`src/rtl/button_debouncer.sv`:
```
// -----------------------------------------------------------------------------
// button_debouncer
//
// Synchronises and debounces raw push-button / slide-switch pins. Each bit is
// fully independent: a two-flop synchroniser feeds a per-bit stability
// counter, and a new level is only accepted once the synchronised input has
// differed from the current level for DEBOUNCE_CYCLES consecutive cycles.
// Registered one-cycle pulses mark each accepted 0->1 and 1->0 transition.
//
// Parameters:
//   WIDTH            number of independent input bits
//   DEBOUNCE_CYCLES  consecutive stable cycles needed to accept a new level (>= 1)
//
// Ports:
//   clk_i    system clock, all state changes on the rising edge
//   rst_i    synchronous active-high reset
//   raw_i    asynchronous, bouncing input pins
//   level_o  debounced, registered level per bit
//   rise_o   one-cycle pulse when level_o[i] goes 0->1
//   fall_o   one-cycle pulse when level_o[i] goes 1->0
// -----------------------------------------------------------------------------
module button_debouncer #(
    parameter int unsigned WIDTH           = 4,
    parameter int unsigned DEBOUNCE_CYCLES = 1_000_000
) (
    input  logic             clk_i,
    input  logic             rst_i,
    input  logic [WIDTH-1:0] raw_i,
    output logic [WIDTH-1:0] level_o,
    output logic [WIDTH-1:0] rise_o,
    output logic [WIDTH-1:0] fall_o
);

    localparam int unsigned   CW       = $clog2(DEBOUNCE_CYCLES + 1);
    localparam logic [CW-1:0] CNT_LAST = CW'(DEBOUNCE_CYCLES - 1);
    localparam logic [CW-1:0] CNT_ONE  = CW'(1);

    logic [WIDTH-1:0]         sync1_q, sync2_q;
    logic [WIDTH-1:0]         level_q, level_d;
    logic [WIDTH-1:0]         rise_q,  rise_d;
    logic [WIDTH-1:0]         fall_q,  fall_d;
    logic [WIDTH-1:0][CW-1:0] cnt_q,   cnt_d;

    // Per-bit two-state machine encoded by the counter: STABLE when the
    // synchronised input matches the level (counter held at 0), PENDING
    // otherwise. Any return to the old level restarts the count from zero,
    // so the counter can never pass CNT_LAST.
    always_comb begin
        level_d = level_q;
        rise_d  = '0;
        fall_d  = '0;
        cnt_d   = cnt_q;
        for (int unsigned i = 0; i < WIDTH; i++) begin
            if (sync2_q[i] == level_q[i]) begin
                cnt_d[i] = '0;
            end else if (cnt_q[i] == CNT_LAST) begin
                level_d[i] = sync2_q[i];
                cnt_d[i]   = '0;
                rise_d[i]  = sync2_q[i];
                fall_d[i]  = ~sync2_q[i];
            end else begin
                cnt_d[i] = cnt_q[i] + CNT_ONE;
            end
        end
    end

    always_ff @(posedge clk_i) begin
        if (rst_i) begin
            sync1_q <= '0;
            sync2_q <= '0;
            level_q <= '0;
            rise_q  <= '0;
            fall_q  <= '0;
            cnt_q   <= '0;
        end else begin
            sync1_q <= raw_i;
            sync2_q <= sync1_q;
            level_q <= level_d;
            rise_q  <= rise_d;
            fall_q  <= fall_d;
            cnt_q   <= cnt_d;
        end
    end

    assign level_o = level_q;
    assign rise_o  = rise_q;
    assign fall_o  = fall_q;

endmodule

```
`config.mk`:
```
export PLATFORM = sky130hd
export DESIGN_NAME = button_debouncer
export DESIGN_NICKNAME = d
export VERILOG_FILES = /design/src/rtl/button_debouncer.sv
export SDC_FILE = /design/constraint.sdc
export NUM_CORES = 1
export LEC_CHECK = 0
export BUFFER_PORTS_ARGS = -buffer_cell sky130_fd_sc_hd__buf_2
export CAP_MARGIN = 20
export CORE_UTILIZATION = 55
export DETAILED_ROUTE_END_ITERATION = 8
export PLACE_DENSITY = 0.75
export SLEW_MARGIN = 30
export SYNTH_ARGS = -nofsm -noshare
export SYNTH_HDL_FRONTEND = slang
export SYNTH_SLANG_ARGS = --single-unit
```
`constraint.sdc`:
```
create_clock -name clk_i -period 2.05 [get_ports clk_i]
set_input_delay 0.1025 -clock clk_i [delete_from_list [all_inputs] [get_ports clk_i]]
set_output_delay 0.1025 -clock clk_i [all_outputs]
set_load 0.01 [all_outputs]
```
==> metrics.md <==
| Metric | Value |
|---|---|
| Vias per cell | `5.60` |
| Normalized max-slew margin | `67.7%` |
| Hold Crit Class | `in -> reg` |
| Nets | `525` |
| Clk Latency, worst-skew pair | `370 ps` |
| Root Buffer | `clkbuf_8` |
| Share of cells above drive strength 1 | `13.3%` |
| Critical Path Start Type | `flip-flop` |
| Pleak | `1.51 nW` |
| Leading area contributor after synthesis | `dfxtp_1` |
| Warnings, synthesis | `0` |
| Most common cell in the netlist | `dfxtp_1` |
| Vias in the first global route | `3262` |
| Type of the worst setup path | `reg -> reg` |
| First-pass GRT wire length | `14000 um` |
| Post-synth top flop | `dfxtp_1` |
| Share of the synthesized area in the top cell type | `46.1%` |
| Critical Path Fanout Max | `7` |
| #FFs+latches synth | `100` |
| Pins Over Slew Limit | `0` |
| First DRT Iteration DRCs | `118` |
| IO Count | `18` |
| Mean routed wirelength per cell | `13.1 um` |
| Standard-cell rows | `32` |
| Avg Inst Size Synth | `8.94 um^2` |
| RePlAce Congestion | `0.803` |
| GRT Total Usage | `20.9%` |
| N_diodes | `0` |
| Clock buffer count from CTS | `9` |
| Hpwl dp | `5610 um` |
| Grt total ovfl | `0` |
| Number of synthesized flops with an enable pin | `0` |
| Syn-to-layout area delta | `11.2%` |
| Placed cell count | `602` |
| Initial Utilization | `56.5%` |
| Largest net degree at the start of global routing | `27` |
| Final cell count without fillers | `622` |
| Vias after detailed routing | `3482` |
| Cells after Synth | `486` |
| Max-cap violations | `0` |
| Register area share after synthesis | `46.1%` |
| Cell area power density | `676 nW/um^2` |
| Die area | `8260 um^2` |
| FMAX | `508 MHz` |
| Library cells used by synthesis | `38` |
| Final Hold Fails | `0` |
| Internal | `2.54 mW` |
| Net Sw Frac | `22.1%` |
| Status | `completed` |
| Fin crit share | `96.0%` |
| Max incr delay on CP | `510 ps` |
| CTS H-tree depth | `3` |
| Clock power share | `38.5%` |
| Critical-path cell list | `ha_1, nand2_1, or3_1, or4_1, a21oi_1` |
| Sink Count | `100` |
| Asr flop ratio synth | `0%` |
| Max clock buf depth | `2` |
| Unrepaired setup endpoints after global routing | `no` |
| Worst path arrival time | `2260 ps` |
| Post-Syn Nets | `496` |
| Data required time of the critical path | `2350 ps` |
| Reg clk slew, reported paths | `90 ps` |
| Setup TNS | `0 ps` |
| Skew final | `7.29 ps` |
| Combinational power share | `1.6%` |
| Post-DRT Antenna Nets | `0` |
| DRT Pass-1 Iters | `4` |
| Initial antenna violation count | `0` |
| Min Tclk post-route | `1970 ps` |
| Core ar. | `7690 um^2` |
| Post-Syn Area | `4340 um^2` |
| CTS tree | `built` |
| Post-Route WL | `8120 um` |
| Synth cell count leaders | `100 x dfxtp_1, 56 x nor2_1, 31 x a21oi_1` |
| # port buffers | `17` |
| Slowest cell on the critical path | `or4_1` |
| Chip Width | `90.9 um` |
| VDD IR max | `0.483 mV` |
| Final setup vio count | `0` |
| Worst slew pin tran | `484 ps` |
| Top post-synthesis cells by area | `dfxtp_1 46%, xnor2_1 5.0%, nor2_1 4.8%` |
| Critical Path End Type | `flip-flop` |
| P_sw | `721 uW` |
| Residual DRC | `0` |
| Sequential power share | `59.9%` |
| Die H | `90.9 um` |
[cells by family after synthesis]
kind of cell | count (synthesis) | synth area share, %
and+or+nand+nor | 239 | 31.0
xor gates and xnor gates | 49 | 9.88
DFF | 100 | 46.1
AOI/OAI and AO/OA | 64 | 8.44
buffers and inverters | 30 | 3.49
adders and majority gates | 4 | 1.15
[layer usage]
layer	up-vias	global-route usage (%)	routed length (um)
li1	1796	-	-
met1	1615	25.1	3880
met2	54	35.5	3840
met3	17	5.81	245
met4	0	7.67	157
met5	-	0	0
[power groups by stage]
stage	combinational, mW	clock (mW)	sequential, mW
after floorplan	0.0364	0	2.00
after global placement	0.0457	0	2.00
after detailed placement	0.0467	0	2.00
after CTS	0.0526	1.30	1.96
after global routing	0.0582	1.38	1.96
final	0.0523	1.26	1.96
[critical path: cells and delay by family (launching register included)]
| family | cells | cell delay [ps] |
|---|---|---|
| adder cells (fa/ha/maj) | 1 | 250 |
| AND/OR/NAND/NOR | 3 | 1080 |
| flip-flops | 1 | 420 |
| AO/OA/AOI/OAI | 1 | 150 |
[cell usage in the layout (no fill, tap or decap), types with 2 or more instances in the layout]
cell type	n
a21oi_1	31
nor3_1	11
nand4_1	23
o31ai_1	11
ha_1	4
o21ai_0	18
clkinv_2	2
clkbuf_8	9
o21ai_2	2
or3_1	16
nor2b_1	10
or4b_2	2
or2_2	6
or4_1	12
buf_2	17
and3_1	12
or4b_1	2
dlygate4sd3_1	4
or2b_2	2
clkinv_4	3
nand2b_1	2
xnor2_1	25
nor2_1	56
and4_1	8
or4_4	3
xor2_1	24
buf_4	16
nor4_1	7
inv_1	10
nand3_1	28
dfxtp_1	100
nand4b_1	2
nand3_2	2
and2_1	5
nand2_1	22
nor4b_1	6
[repair_timing]
item | 4_1_cts | 5_1_grt
hold buffers | 4 | 0
endpoints found under the hold margin | 4 | 0
resized for setup | 0 | 2
endpoints found under the setup margin | 0 | 2
setup buffers | 0 | 0
[state kept, by name, summed over array words and instances (netlist names)]
register	count
cnt_q	80
fall_o	4
level_o	4
rise_o	4
sync1_q	4
sync2_q	4
[layout make-up]
cell class | count | area (um^2)
Clock inverter | 7 | 75.1
Clock buffer | 9 | 124
Fill cell | 689 | 2860
Inverter | 10 | 37.5
Timing Repair Buffer | 38 | 265
Multi-Input combinational cell | 356 | 2200
Sequential cell | 100 | 2000
Tap cell | 102 | 128
[per-stage QoR]
| step | power [mW] | setup slack, ps | hold WS [ps] | util [%] | cell area [um^2] |
|---|---|---|---|---|---|
| after floorplan | 2.04 | 84.9 | 231 | - | 4340 |
| after global placement | 2.05 | 144 | 317 | 59.6 | 4580 |
| after detailed placement | 2.05 | 91.9 | 316 | 59.6 | 4580 |
| after CTS | 3.31 | 60.8 | 165 | 62.7 | 4820 |
| after global routing | 3.39 | 8.08 | 190 | 62.8 | 4830 |
| final | 3.27 | 82.9 | 181 | 62.8 | 4830 |
[path summary, 6_finish.rpt]
kind                   start    endpoint  slack [ps]  cells after the start
setup / recovery   cnt_q[21]   cnt_q[38]          80                      5
hold / removal         rst_i  sync1_q[3]         180                      2
setup reg to reg   cnt_q[21]   cnt_q[38]          80                      5
hold reg to reg   sync1_q[2]  sync2_q[2]         450                      1
Note: power is estimated with default switching activity, not from simulation.
